[src/rtl/i2c_arbiter_if.sv]
// Bundle between the two requesters, the arbiter and the shared i2c_controller.
// slave is the arbiter's view; master is the requester/controller side.
interface i2c_arbiter_if;
   logic [1:0]  req;
   logic [1:0]  req_mode;
   logic [13:0] req_addr;
   logic [15:0] req_byte;
   logic [1:0]  gnt;
   logic [1:0]  done;
   logic [7:0]  rx_byte;
   logic        timeout_err;
   logic        busy;
   logic        i2c_enable;
   logic        i2c_mode;
   logic [6:0]  i2c_periph_addr;
   logic [7:0]  i2c_transmit_byte;
   logic [3:0]  i2c_state;
   logic [7:0]  i2c_byte_reg;

   modport slave (
      input  req, req_mode, req_addr, req_byte, i2c_state, i2c_byte_reg,
      output gnt, done, rx_byte, timeout_err, busy,
             i2c_enable, i2c_mode, i2c_periph_addr, i2c_transmit_byte
   );

   modport master (
      output req, req_mode, req_addr, req_byte, i2c_state, i2c_byte_reg,
      input  gnt, done, rx_byte, timeout_err, busy,
             i2c_enable, i2c_mode, i2c_periph_addr, i2c_transmit_byte
   );
endinterface

[src/rtl/i2c_arbiter.sv]
// Round-robin arbiter sharing one i2c_controller between two requesters,
// with command latching, enable/state handshake sequencing and per-phase timeout.
module i2c_arbiter #(
   parameter int unsigned TIMEOUT_CYCLES = 4096,
   parameter int unsigned CNT_W          = 12
) (
   input logic          clk,
   input logic          reset,
   i2c_arbiter_if.slave bus
);
   localparam int unsigned N_REQ  = 2;
   localparam int unsigned ADDR_W = 7;
   localparam int unsigned DATA_W = 8;
   localparam logic [CNT_W-1:0] CNT_LAST = CNT_W'(TIMEOUT_CYCLES - 1);

   typedef enum logic [1:0] {S_IDLE, S_LAUNCH, S_RUN, S_DONE} state_t;

   state_t              state, state_nxt;
   logic [CNT_W-1:0]    cnt, cnt_nxt;
   logic                last_served, last_served_nxt;
   logic [N_REQ-1:0]    gnt_q, gnt_nxt;
   logic [N_REQ-1:0]    done_q, done_nxt;
   logic [DATA_W-1:0]   rx_q, rx_nxt;
   logic                terr_q, terr_nxt;
   logic                busy_q, busy_nxt;
   logic                en_q, en_nxt;
   logic                mode_q, mode_nxt;
   logic [ADDR_W-1:0]   addr_q, addr_nxt;
   logic [DATA_W-1:0]   tx_q, tx_nxt;

   logic                pick_vld;
   logic                pick_idx;
   logic                ctl_active;
   logic                tmo;

   // Round-robin pick: a tie goes to the requester that was not served last.
   always_comb begin
      pick_vld = |bus.req;
      case (bus.req)
         2'b01:   pick_idx = 1'b0;
         2'b10:   pick_idx = 1'b1;
         2'b11:   pick_idx = ~last_served;
         default: pick_idx = 1'b0;
      endcase
   end

   assign ctl_active = (bus.i2c_state != 4'd0);
   assign tmo        = (cnt == CNT_LAST);

   // State register and all registered outputs.
   always_ff @(posedge clk) begin
      if (reset) begin
         state       <= S_IDLE;
         cnt         <= '0;
         last_served <= 1'b1;
         gnt_q       <= '0;
         done_q      <= '0;
         rx_q        <= '0;
         terr_q      <= 1'b0;
         busy_q      <= 1'b0;
         en_q        <= 1'b0;
         mode_q      <= 1'b0;
         addr_q      <= '0;
         tx_q        <= '0;
      end else begin
         state       <= state_nxt;
         cnt         <= cnt_nxt;
         last_served <= last_served_nxt;
         gnt_q       <= gnt_nxt;
         done_q      <= done_nxt;
         rx_q        <= rx_nxt;
         terr_q      <= terr_nxt;
         busy_q      <= busy_nxt;
         en_q        <= en_nxt;
         mode_q      <= mode_nxt;
         addr_q      <= addr_nxt;
         tx_q        <= tx_nxt;
      end
   end

   // Next-state logic; the controller's exit condition wins over a same-cycle timeout.
   always_comb begin
      state_nxt = state;
      case (state)
         S_IDLE:   if (pick_vld) state_nxt = S_LAUNCH;
         S_LAUNCH: begin
            if (ctl_active)  state_nxt = S_RUN;
            else if (tmo)    state_nxt = S_DONE;
         end
         S_RUN:    if (!ctl_active || tmo) state_nxt = S_DONE;
         S_DONE:   state_nxt = S_IDLE;
         default:  state_nxt = S_IDLE;
      endcase
   end

   // Next values of the registered outputs, counter and round-robin pointer.
   always_comb begin
      cnt_nxt         = cnt;
      last_served_nxt = last_served;
      gnt_nxt         = gnt_q;
      done_nxt        = done_q;
      rx_nxt          = rx_q;
      terr_nxt        = terr_q;
      en_nxt          = en_q;
      mode_nxt        = mode_q;
      addr_nxt        = addr_q;
      tx_nxt          = tx_q;
      busy_nxt        = (state_nxt != S_IDLE);

      case (state)
         S_IDLE: begin
            if (pick_vld) begin
               gnt_nxt  = pick_idx ? 2'b10 : 2'b01;
               en_nxt   = 1'b1;
               mode_nxt = bus.req_mode[pick_idx];
               addr_nxt = pick_idx ? bus.req_addr[13:7] : bus.req_addr[6:0];
               tx_nxt   = pick_idx ? bus.req_byte[15:8] : bus.req_byte[7:0];
               cnt_nxt  = '0;
            end
         end
         S_LAUNCH: begin
            if (ctl_active) begin
               en_nxt  = 1'b0;
               cnt_nxt = '0;
            end else if (tmo) begin
               en_nxt   = 1'b0;
               done_nxt = gnt_q;
               terr_nxt = 1'b1;
            end else begin
               cnt_nxt = cnt + CNT_W'(1);
            end
         end
         S_RUN: begin
            if (!ctl_active) begin
               rx_nxt   = bus.i2c_byte_reg;
               done_nxt = gnt_q;
            end else if (tmo) begin
               done_nxt = gnt_q;
               terr_nxt = 1'b1;
            end else begin
               cnt_nxt = cnt + CNT_W'(1);
            end
         end
         S_DONE: begin
            done_nxt        = '0;
            gnt_nxt         = '0;
            terr_nxt        = 1'b0;
            last_served_nxt = gnt_q[1];
         end
         default: ;
      endcase
   end

   assign bus.gnt               = gnt_q;
   assign bus.done              = done_q;
   assign bus.rx_byte           = rx_q;
   assign bus.timeout_err       = terr_q;
   assign bus.busy              = busy_q;
   assign bus.i2c_enable        = en_q;
   assign bus.i2c_mode          = mode_q;
   assign bus.i2c_periph_addr   = addr_q;
   assign bus.i2c_transmit_byte = tx_q;
endmodule

[src/flat_wrapper.sv]
// flat-port wrapper written by rule: the top's interface ports become plain ports
module i2c_arbiter_flat 
#(
   parameter int unsigned TIMEOUT_CYCLES = 4096,
   parameter int unsigned CNT_W          = 12
)
  (clk, reset, bus_req, bus_req_mode, bus_req_addr, bus_req_byte, bus_i2c_state, bus_i2c_byte_reg, bus_gnt, bus_done, bus_rx_byte, bus_timeout_err, bus_busy, bus_i2c_enable, bus_i2c_mode, bus_i2c_periph_addr, bus_i2c_transmit_byte);
  i2c_arbiter_if bus_i ();
  input logic clk;
  input logic reset;
  input wire logic [$bits(bus_i.req)-1:0] bus_req;
  input wire logic [$bits(bus_i.req_mode)-1:0] bus_req_mode;
  input wire logic [$bits(bus_i.req_addr)-1:0] bus_req_addr;
  input wire logic [$bits(bus_i.req_byte)-1:0] bus_req_byte;
  input wire logic [$bits(bus_i.i2c_state)-1:0] bus_i2c_state;
  input wire logic [$bits(bus_i.i2c_byte_reg)-1:0] bus_i2c_byte_reg;
  output wire logic [$bits(bus_i.gnt)-1:0] bus_gnt;
  output wire logic [$bits(bus_i.done)-1:0] bus_done;
  output wire logic [$bits(bus_i.rx_byte)-1:0] bus_rx_byte;
  output wire logic [$bits(bus_i.timeout_err)-1:0] bus_timeout_err;
  output wire logic [$bits(bus_i.busy)-1:0] bus_busy;
  output wire logic [$bits(bus_i.i2c_enable)-1:0] bus_i2c_enable;
  output wire logic [$bits(bus_i.i2c_mode)-1:0] bus_i2c_mode;
  output wire logic [$bits(bus_i.i2c_periph_addr)-1:0] bus_i2c_periph_addr;
  output wire logic [$bits(bus_i.i2c_transmit_byte)-1:0] bus_i2c_transmit_byte;
  assign bus_i.req = bus_req;
  assign bus_i.req_mode = bus_req_mode;
  assign bus_i.req_addr = bus_req_addr;
  assign bus_i.req_byte = bus_req_byte;
  assign bus_i.i2c_state = bus_i2c_state;
  assign bus_i.i2c_byte_reg = bus_i2c_byte_reg;
  assign bus_gnt = bus_i.gnt;
  assign bus_done = bus_i.done;
  assign bus_rx_byte = bus_i.rx_byte;
  assign bus_timeout_err = bus_i.timeout_err;
  assign bus_busy = bus_i.busy;
  assign bus_i2c_enable = bus_i.i2c_enable;
  assign bus_i2c_mode = bus_i.i2c_mode;
  assign bus_i2c_periph_addr = bus_i.i2c_periph_addr;
  assign bus_i2c_transmit_byte = bus_i.i2c_transmit_byte;
  i2c_arbiter #(.TIMEOUT_CYCLES(TIMEOUT_CYCLES), .CNT_W(CNT_W)) u_core (.clk(clk), .reset(reset), .bus(bus_i));
endmodule
[config.mk]
export PLATFORM = sky130hd
export DESIGN_NAME = i2c_arbiter_flat
export DESIGN_NICKNAME = d
export VERILOG_FILES = /design/src/rtl/i2c_arbiter_if.sv /design/src/rtl/i2c_arbiter.sv /design/src/flat_wrapper.sv
export SDC_FILE = /design/constraint.sdc
export NUM_CORES = 1
export LEC_CHECK = 0
export CORE_UTILIZATION = 45
export DETAILED_ROUTE_END_ITERATION = 8
export GPL_ROUTABILITY_DRIVEN = 0
export PLACE_DENSITY_LB_ADDON = 0.05
export SLEW_MARGIN = 20
export SYNTH_ARGS = -nofsm -noshare
export SYNTH_HDL_FRONTEND = slang
export SYNTH_SLANG_ARGS = --single-unit
[constraint.sdc]
create_clock -name clk -period 3 [get_ports clk]
set_clock_uncertainty 0.15 [all_clocks]
set_input_delay 0.45 -clock clk [delete_from_list [all_inputs] [get_ports clk]]
set_output_delay 0.45 -clock clk [all_outputs]
set_load 0.01 [all_outputs]
==> results_dict.tcl, run 1 <==
set metrics [dict create \
    critPathLaunch "u_core.state[0]" \
    synthesis.yosys.warnings 0 \
    final.min_clock_period_ns 2.29 \
    timing.critical_path.to_type "flop" \
    finalNonFillerCells 397 \
    clock.fmax_mhz 437 \
    route.antenna.remaining_nets 0 \
    power.total_w 0.00192 \
    yosys_register_bits 46 \
    layout_common_cells "78 x sky130_fd_sc_hd__clkdlybuf4s50_1, 46 x sky130_fd_sc_hd__dfxtp_1, 27 x sky130_fd_sc_hd__nand2_1" \
    die_area_mm2 0.00526 \
    drt-pass1-iter-count 4 \
    place.detailed.hpwl_mm 3.94 \
    place.detailed.instances 390 \
    critical_path_class "flop to flop" \
    number_of_distinct_library_cell_variants_in_the_gate_level_netlist_after_synthesis 46 \
    holdCritStartpoint "u_core.bus.rx_byte[5]" \
    post-route-drc-count 0 \
    reg2reg_slack_ns 0.71 \
    finalSetupViolations 0 \
    grt-ovfl-total 0 \
    synth-seq-area-share_pct 41.1 \
    cp-start-kind "flop" \
    final.hold.worst_slack_ns 0.307 \
    first_global_vias 2010 \
    clock_sink_count 46 \
    critical_path_arrival_ns 2.38 \
    dpl-instance-area_mm2 0.00308 \
    timing.final.max_slew_violations 0 \
    synthFlopType "sky130_fd_sc_hd__dfxtp_1" \
    clock_latency_ns 0.30 \
    synth_largest_type_area_fraction_pct 41.1 \
    cts.repair.resized 0 \
    fin_nets 383 \
    vdd_drop_max_uv 327 \
    total_number_of_vias 2139 \
    drive_gt1_share_pct 6.97 \
    synth.area.top_cells "sky130_fd_sc_hd__dfxtp_1 41%, sky130_fd_sc_hd__mux2i_1 7.6%, sky130_fd_sc_hd__a211oi_1 7.0%, sky130_fd_sc_hd__nand2_1 4.5%, sky130_fd_sc_hd__a21oi_1 4.5%" \
    hold_viol_final 0 \
    synthesis.nets 308 \
    cts_buffers 5 \
    synth.avg_cell_area_um2 8.78 \
    post_drt_wl_per_cell_um 13.5 \
    die_height_um 72.5 \
    cts-root-to-sink-buffers 2 \
    cap_viol_max_count 0 \
    gr_util_all_layers_pct 22.1 \
    layout_commonest_cell "sky130_fd_sc_hd__clkdlybuf4s50_1" \
    grt_antenna_before_repair 0 \
    route.final.wire_length_mm 5.35 \
    start_util_pct 47.1 \
    place.port_buffers 78 \
    cts-hold-fix-buffers 0 \
    timing_worst_slew_pin_value_ns 0.499 \
    ctsRootBufferMaster "sky130_fd_sc_hd__clkbuf_8" \
    cp_max_fanout 8 \
    postCtsSetupBuffers 0 \
    finalCritPeriodShare_pct 76.3 \
    post_dr_vias_cell 5.39 \
    post-synth-top-area-cell "sky130_fd_sc_hd__dfxtp_1" \
    asyncSetResetFlopFracSynth_pct 0 \
    slew_headroom_pct 66.5 \
    cts_max_level 2 \
    synth_edf_count 0 \
    drt_iter0_drc 194 \
    worstReg2RegStart "u_core.state[0]" \
    rsz0062_at_grt "false" \
    chipWidth_um 72.5 \
    grt_first_pass_wirelength_mm 9.00 \
    io_pins 79 \
    synthesis.instances 255 \
    setup-tns-final_ns 0 \
    synth_area_mm2 0.00224 \
    type_of_the_tightest_min_delay_check "flop to flop" \
    design.core.area_mm2 0.00475 \
    final_design_area_no_fill_mm2 0.00319 \
    placementRows 25 \
    tritoncts "built" \
    grt_start_max_net_pins 35 \
    insertedDiodeCount 0 \
    powerDensity_mw_per_mm2 603 \
    outcome "completed" \
    worst_setup_hold_path_clk_slew_ns 0.08 \
    area_growth_pct 42.5 \
    cp.required_ns 3.09 \
    leakagePower_nw 1.11 \
]
path summary, 6_finish.rpt:
kind | end | depth (start not counted)
setup / recovery | u_core.cnt[4] | 6
hold / removal | u_core.bus.rx_byte[5] | 2
setup reg to reg | u_core.cnt[4] | 6
hold reg to reg | u_core.bus.rx_byte[5] | 2
layout make-up:
cell class | instances | area, µm²
clock buffers | 6 | 82.6
clock inverters | 1 | 30.0
fillers | 411 | 1570
inverters | 8 | 30.0
multi-input cells | 184 | 1210
flip-flops and latches | 46 | 921
well taps | 67 | 83.8
repair buffers | 85 | 833
report_power, final:
group | internal (W) | switching, W | leakage, nW
clock network | 0.000266 | 0.000201 | 0.0573
registers | 0.000703 | 0.0000556 | 0.376
logic | 0.000352 | 0.000346 | 0.679
critical path, cell delays in order, from the launching register on:
cell	delay, ns
sky130_fd_sc_hd__dfxtp_1	0.41
sky130_fd_sc_hd__inv_1	0.12
sky130_fd_sc_hd__ha_1	0.31
sky130_fd_sc_hd__nor3b_4	0.21
sky130_fd_sc_hd__or4_4	0.48
sky130_fd_sc_hd__or4_1	0.40
sky130_fd_sc_hd__a21oi_1	0.14
synthesized netlist by cell type, types with 2 or more instances:
library cell                instances
sky130_fd_sc_hd__a21oi_1           20
sky130_fd_sc_hd__a31oi_1            4
sky130_fd_sc_hd__nand2_1           27
sky130_fd_sc_hd__ha_1               5
sky130_fd_sc_hd__nor4_1             2
sky130_fd_sc_hd__buf_2              6
sky130_fd_sc_hd__inv_1              8
sky130_fd_sc_hd__and4_1             3
sky130_fd_sc_hd__o2111ai_1          4
sky130_fd_sc_hd__or3_1              2
sky130_fd_sc_hd__nor3_1             6
sky130_fd_sc_hd__dfxtp_1           46
sky130_fd_sc_hd__nand3_1            7
sky130_fd_sc_hd__o311ai_0           2
sky130_fd_sc_hd__or4_1              5
sky130_fd_sc_hd__mux2i_1           17
sky130_fd_sc_hd__clkbuf_1           8
sky130_fd_sc_hd__o31ai_1            4
sky130_fd_sc_hd__a211oi_1          21
sky130_fd_sc_hd__o21ai_0            5
sky130_fd_sc_hd__nor2_1            24
sky130_fd_sc_hd__buf_4              3
sky130_fd_sc_hd__nand4_1            3
through the flow:
stage	setup slack, ns	utilization, %
floorplan	0.917	-
global placement	0.576	64.7
finish	0.710	67.1
global route	0.614	67.1
detailed placement	0.505	64.7
CTS	0.736	67.1
kinds of logic (layout without fill, tap and decap cells):
family                   count (synthesis)  count (layout)  share of synthesized area [%]
AND/OR/NAND/NOR                         88              88                           20.7
AO/OA/AOI/OAI                           74              74                           22.8
flip-flops                              46              46                           41.1
buffers and inverters                   25             100                           5.03
multiplexers                            17              17                           7.60
adder cells (fa/ha/maj)                  5               5                           2.79
routing by layer:
metal	wire, µm	track usage (%)
met5	0	0
met3	506	8.75
met1	2350	27.5
met4	75	8.71
met2	2420	34.1
state kept, by name (all words and copies together), names as in the netlist, 2 cells and up:
register,flops
u_core.bus.done,2
u_core.bus.gnt,2
u_core.bus.i2c_periph_addr,7
u_core.bus.i2c_transmit_byte,8
u_core.bus.rx_byte,8
u_core.cnt,12
u_core.state,2
(Power assumes the default switching activity.)
==> inputs of run 2 (changes only) <==
==> constraint.sdc (replaced) <==
create_clock -name clk -period 2.17 [get_ports clk]
set_clock_uncertainty 0.15 [all_clocks]
set_input_delay 0.3255 -clock clk [delete_from_list [all_inputs] [get_ports clk]]
set_output_delay 0.3255 -clock clk [all_outputs]
set_load 0.01 [all_outputs]
==> run 2 against run 1 <==
Maximum frequency rose by 11%. First-iteration DRC count fell by 6.2%. Die area did not move. Highest routed layer unchanged. Sequential share of layout area fell by 1.2 points. Final area rose by 4.4%. Non-clock buffer count rose by 16. Routed wire length rose by 0.22%. Final cell count rose by 4.3%. Sequential cell count did not move.
==> results_dict.tcl, run 2 (synthesis gave the netlist of run 1 again) <==
set metrics [dict create \
    reg2reg_depth 6 \
    post_drt_wl_per_cell_um 12.9 \
    leakagePower_nw 1.20 \
    timing_worst_slew_pin_value_ns 0.520 \
    final.fill_count 407 \
    layout.area.seq_um2 921 \
    cp-start-kind "flop" \
    worst_path_max_delay_cell "sky130_fd_sc_hd__or4_4" \
    ctsRootBufferMaster "sky130_fd_sc_hd__clkbuf_8" \
    postCtsSetupBuffers 0 \
    post-route-drc-count 0 \
    route.final.wire_length_mm 5.36 \
    io_pins 79 \
    placementRows 25 \
    multi_input_comb_area_mm2 0.00121 \
    register_containing_the_most_flip_flops_in_the_final_layout "u_core.cnt" \
    crit_cells 6 \
    clock_sink_count 46 \
    design.core.area_mm2 0.00475 \
    tritoncts "built" \
    die_height_um 72.5 \
    layout_commonest_cell "sky130_fd_sc_hd__clkdlybuf4s50_1" \
    post_dr_vias_cell 5.37 \
    area_growth_pct 48.7 \
    cts.repair.resized 0 \
    place.detailed.hpwl_mm 4.07 \
    cts-root-to-sink-buffers 2 \
    clock_latency_ns 0.29 \
    drt-pass1-iter-count 4 \
    dpl-instance-area_mm2 0.00322 \
    grt-ovfl-total 0 \
    clock.fmax_mhz 483 \
    grt_antenna_before_repair 0 \
    drt_iter0_drc 182 \
    place.port_buffers 78 \
    place.detailed.instances 406 \
    start_util_pct 47.1 \
    timing.final.max_slew_violations 0 \
    cts-hold-fix-buffers 0 \
    first_global_vias 1981 \
    vdd_drop_max_uv 486 \
    cap_viol_max_count 0 \
    finalSetupViolations 0 \
    reg2reg_slack_ns 0.1 \
    finalCritPeriodShare_pct 95.4 \
    finalNonFillerCells 414 \
    insertedDiodeCount 0 \
    cpLargestDelayFamily "simple AND/OR/NAND/NOR gates" \
    maximum_single_stage_delay_on_the_critical_path_ns 0.48 \
    chipWidth_um 72.5 \
    type_of_the_tightest_min_delay_check "flop to flop" \
    critPathLaunch "u_core.state[0]" \
    rsz0062_at_grt "false" \
    cts_max_level 2 \
    cp_max_fanout 3 \
    critical_path_arrival_ns 2.15 \
    grt_start_max_net_pins 35 \
    powerDensity_mw_per_mm2 821 \
    cp_cell_sequence "inv_1 -> ha_1 -> nor3b_4 -> or4_4 -> or4_1 -> a21oi_1" \
    total_number_of_vias 2223 \
    route.antenna.remaining_nets 0 \
    endpoint_of_the_most_critical_register_to_register_path "u_core.cnt[4]" \
    worstReg2RegStart "u_core.state[0]" \
    outcome "completed" \
    final_design_area_no_fill_mm2 0.00333 \
    final.min_clock_period_ns 2.07 \
    cp.required_ns 2.25 \
    hold_viol_final 0 \
    crit_end "u_core.cnt[4]" \
    die_area_mm2 0.00526 \
    fin_nets 399 \
    layout_common_cells "78 x sky130_fd_sc_hd__clkdlybuf4s50_1, 46 x sky130_fd_sc_hd__dfxtp_1, 27 x sky130_fd_sc_hd__nand2_1" \
    grt_first_pass_wirelength_mm 8.97 \
    drive_gt1_share_pct 11.0 \
    largest_reg_flops 12 \
    worst_setup_hold_path_clk_slew_ns 0.08 \
    timing.critical_path.to_type "flop" \
    critical_path_class "flop to flop" \
    gr_util_all_layers_pct 21.6 \
    slew_headroom_pct 65.0 \
    cts_buffers 5 \
    timing.critical_path.buf_inv 1 \
]
==> run 2: changes by cell type in the layout (fill, tap and decap cells not counted) <==
cell                       change
sky130_fd_sc_hd__buf_4        +14
sky130_fd_sc_hd__buf_12        +2
sky130_fd_sc_hd__clkbuf_1      +2
sky130_fd_sc_hd__clkbuf_8      -1
==> run 2: metrics by stage <==
step	setup WS, ns	hold WS, ns	utilization, %	total power (W)	TNS [ns]
2_1_floorplan	0.0872	0.311	-	0.00160	0
6_report	0.0988	0.304	70.0	0.00273	0
3_5_place_dp	-0.149	0.296	67.8	0.00213	-2.11
4_1_cts	0.108	0.308	70.0	0.00275	0
5_1_grt	0.0253	0.327	70.0	0.00290	0
3_3_place_gp	-0.107	0.290	67.8	0.00211	-1.10
==> run 2: power breakdown <==
group          internal, W  switching (W)  total, W
clock             0.000345       0.000272  0.000617
sequential        0.000972      0.0000693   0.00104
combinational     0.000562       0.000511   0.00107
total              0.00188       0.000852   0.00273
==> run 2: worst min-delay path by stage <==
stage / start / to / slack (ns) / cells past startpoint
2_1_floorplan: bus_i2c_byte_reg[0] / u_core.bus.rx_byte[0] / 0.31 / 2
3_3_place_gp: u_core.bus.rx_byte[3] / u_core.bus.rx_byte[3] / 0.29 / 2
3_5_place_dp: u_core.bus.rx_byte[2] / u_core.bus.rx_byte[2] / 0.30 / 2
4_1_cts: u_core.bus.rx_byte[2] / u_core.bus.rx_byte[2] / 0.31 / 2
5_1_grt: u_core.bus.rx_byte[2] / u_core.bus.rx_byte[2] / 0.33 / 2
6_report: u_core.bus.rx_byte[2] / u_core.bus.rx_byte[2] / 0.30 / 2
==> run 2: routing by layer <==
layer | up-vias | share of wire [%] | track usage, % | wire (µm)
met4 | 0 | 1.3 | 6.54 | 69
met1 | 1003 | 45 | 27.3 | 2390
met3 | 8 | 8.1 | 7.22 | 434
met5 | - | 0 | 0 | 0
li1 | 1134 | - | - | -
met2 | 78 | 46 | 35.0 | 2470
==> run 2: final cells by class <==
cell class              instances  share of cell area, %
multi-input cells             184                   36.3
clock buffers                   7                   2.29
inverters                       8                  0.902
repair buffers                101                   29.4
clock inverters                 1                  0.902
well taps                      67                   2.52
flip-flops and latches         46                   27.7
==> run 2: worst min-delay path, delay by kind of cell (launching register included) <==
family / cells / cell delay, ns
compound gates: 1 / 0.05
flops: 1 / 0.31
simple gates: 1 / 0.05
==> inputs of run 3 (changes only) <==
--- a/config.mk
+++ b/config.mk
@@ -5,9 +5,10 @@
 export SDC_FILE = /design/constraint.sdc
 export NUM_CORES = 1
 export LEC_CHECK = 0
-export CORE_UTILIZATION = 45
+export CORE_UTILIZATION = 35
 export DETAILED_ROUTE_END_ITERATION = 8
 export GPL_ROUTABILITY_DRIVEN = 0
+export GPL_TIMING_DRIVEN = 0
 export PLACE_DENSITY_LB_ADDON = 0.05
 export SLEW_MARGIN = 20
 export SYNTH_ARGS = -nofsm -noshare
==> run 3 against run 2 <==
Core utilization down 15 points. Combinational power about the same. Clock-buffer cell count down 1. Hold slack better by 0.0022 ns. Largest cell class unchanged.
==> results_dict.tcl, run 3 (synthesis gave the netlist of run 1 again) <==
set metrics [dict create \
    grt_antenna_before_repair 0 \
    final.hold.worst_slack_ns 0.306 \
    cts_buffers 5 \
    rsz0062_at_grt "true" \
    reg2reg_depth 6 \
    tritoncts "built" \
    critical_path_arrival_ns 2.15 \
    final.min_clock_period_ns 2.09 \
    worstReg2RegStart "u_core.state[1]" \
    holdCritStartpoint "u_core.bus.rx_byte[5]" \
    drt_iter0_drc 61 \
    cap_viol_max_count 0 \
    post_dr_vias_cell 5.24 \
    cts-root-to-sink-buffers 2 \
    place.port_buffers 78 \
    powerDensity_mw_per_mm2 861 \
    layout_commonest_cell "sky130_fd_sc_hd__clkdlybuf4s50_1" \
    cts_max_level 2 \
    final.fill_count 609 \
    timing_worst_slew_pin_value_ns 0.536 \
    cp-start-kind "input pin" \
    grt_first_pass_wirelength_mm 9.37 \
    min_path_cells 2 \
    post_drt_wl_per_cell_um 14.0 \
    finalSetupViolations 0 \
    slew_headroom_pct 63.9 \
    chipWidth_um 82.0 \
    io_pins 79 \
    layout.area.seq_um2 926 \
    largest_reg_flops 12 \
    grt_start_max_net_pins 15 \
    first_global_vias 2054 \
    finalCritPeriodShare_pct 96.1 \
    clock_latency_ns 0.29 \
    die_area_mm2 0.00672 \
    gr_util_all_layers_pct 18.1 \
    grt-ovfl-total 0 \
    hold_viol_final 0 \
    timing.critical_path.to_type "flop" \
    cp_max_fanout 10 \
    layout_common_cells "78 x sky130_fd_sc_hd__clkdlybuf4s50_1, 44 x sky130_fd_sc_hd__dfxtp_1, 27 x sky130_fd_sc_hd__nand2_1" \
    clock_sink_count 46 \
    design.core.area_mm2 0.00606 \
    ctsRootBufferMaster "sky130_fd_sc_hd__clkbuf_8" \
    critical_path_class "input pin to flop" \
    place.detailed.instances 408 \
    placementRows 28 \
    total_number_of_vias 2200 \
    insertedDiodeCount 0 \
    area_growth_pct 49.6 \
    multi_input_comb_area_mm2 0.00126 \
    endpoint_of_the_most_critical_register_to_register_path "u_core.cnt[4]" \
    reg2reg_slack_ns 0.10 \
    vdd_drop_max_uv 460 \
    die_height_um 82.0 \
    start_util_pct 36.9 \
    cp.required_ns 2.23 \
    route.final.wire_length_mm 5.88 \
    type_of_the_tightest_min_delay_check "flop to flop" \
    hold_end "u_core.bus.rx_byte[5]" \
    worst_setup_hold_path_clk_slew_ns 0.08 \
    leakagePower_nw 1.19 \
    fin_nets 397 \
    place.detailed.hpwl_mm 4.31 \
    outcome "completed" \
    post-route-drc-count 0 \
    finalNonFillerCells 420 \
    clock.fmax_mhz 479 \
    route.antenna.remaining_nets 0 \
    drive_gt1_share_pct 11.0 \
    drt-pass1-iter-count 4 \
    register_containing_the_most_flip_flops_in_the_final_layout "u_core.cnt" \
    timing.final.max_slew_violations 0 \
]
run 3: cell types whose count changed in the layout (fill, tap and decap cells not counted), sizes merged:
| cell | previous run | this run |
|---|---|---|
| clkbuf | 7 | 13 |
| bufinv | 1 | 2 |
| nor4 | 3 | 4 |
| buf | 23 | 13 |
run 3: metrics by stage:
step           power [W]  utilization, %  area [µm²]  TNS [ns]  setup slack, ns
3_5_place_dp     0.00207            51.4        3110     -6.08           -0.260
2_1_floorplan    0.00160               -        2240         0           0.0872
5_1_grt          0.00307            55.2        3350  -0.00423         -0.00423
6_report         0.00288            55.2        3350         0           0.0842
3_3_place_gp     0.00207            51.4        3110     -5.80           -0.251
4_1_cts          0.00286            54.0        3270         0         0.000957
run 3: power by group:
| part | switching, W | total (W) | internal (W) |
|---|---|---|---|
| Combinational | 0.000523 | 0.00105 | 0.000530 |
| Sequential | 0.0000792 | 0.00106 | 0.000976 |
| Clock | 0.000283 | 0.000774 | 0.000491 |
run 3: how the worst max path moves through the flow:
stage	start	to	cells past startpoint
global placement	bus_i2c_state[0]	u_core.cnt[8]	6
finish	bus_i2c_state[0]	u_core.cnt[8]	7
floorplan	u_core.state[0]	u_core.cnt[4]	6
detailed placement	bus_i2c_state[0]	u_core.cnt[8]	6
global route	bus_i2c_state[0]	u_core.cnt[8]	7
CTS	u_core.cnt[0]	u_core.cnt[7]	6
run 3: timing repair:
action | 4_1_cts | 5_1_grt
resized for setup | 5 | 9
endpoints found under the setup margin | 29 | 34
pin swaps | 0 | 3
gates cloned | 0 | 1
setup buffers | 0 | 4
hold buffers | 0 | 0
run 3: critical path, stage by stage:
cell,delay [ns]
sky130_fd_sc_hd__clkdlybuf4s50_1,0.63
sky130_fd_sc_hd__nor4_4,0.08
sky130_fd_sc_hd__buf_4,0.17
sky130_fd_sc_hd__a211oi_4,0.34
sky130_fd_sc_hd__buf_2,0.28
sky130_fd_sc_hd__a31oi_1,0.12
sky130_fd_sc_hd__a211oi_1,0.20
run 3: per-layer routing:
| layer | wire, µm | GRT usage (%) | share of wire (%) | up-vias |
|---|---|---|---|---|
| met5 | 0 | 0 | 0 | - |
| met4 | 95 | 4.74 | 1.6 | 0 |
| met3 | 378 | 5.78 | 6.4 | 11 |
| met2 | 2770 | 31.0 | 47 | 62 |
| met1 | 2640 | 21.7 | 45 | 999 |
| li1 | - | - | - | 1128 |
run 3: cell type report:
class                           count  area share [%]
Multi-Input combinational cell    185            37.7
Sequential cell                    46            27.7
Timing Repair Buffer               82            24.2
Tap cell                           75            2.80
Clock buffer                        6            2.47
Buffer                             16            2.43
Clock inverter                      2            1.79
Inverter                            8           0.897
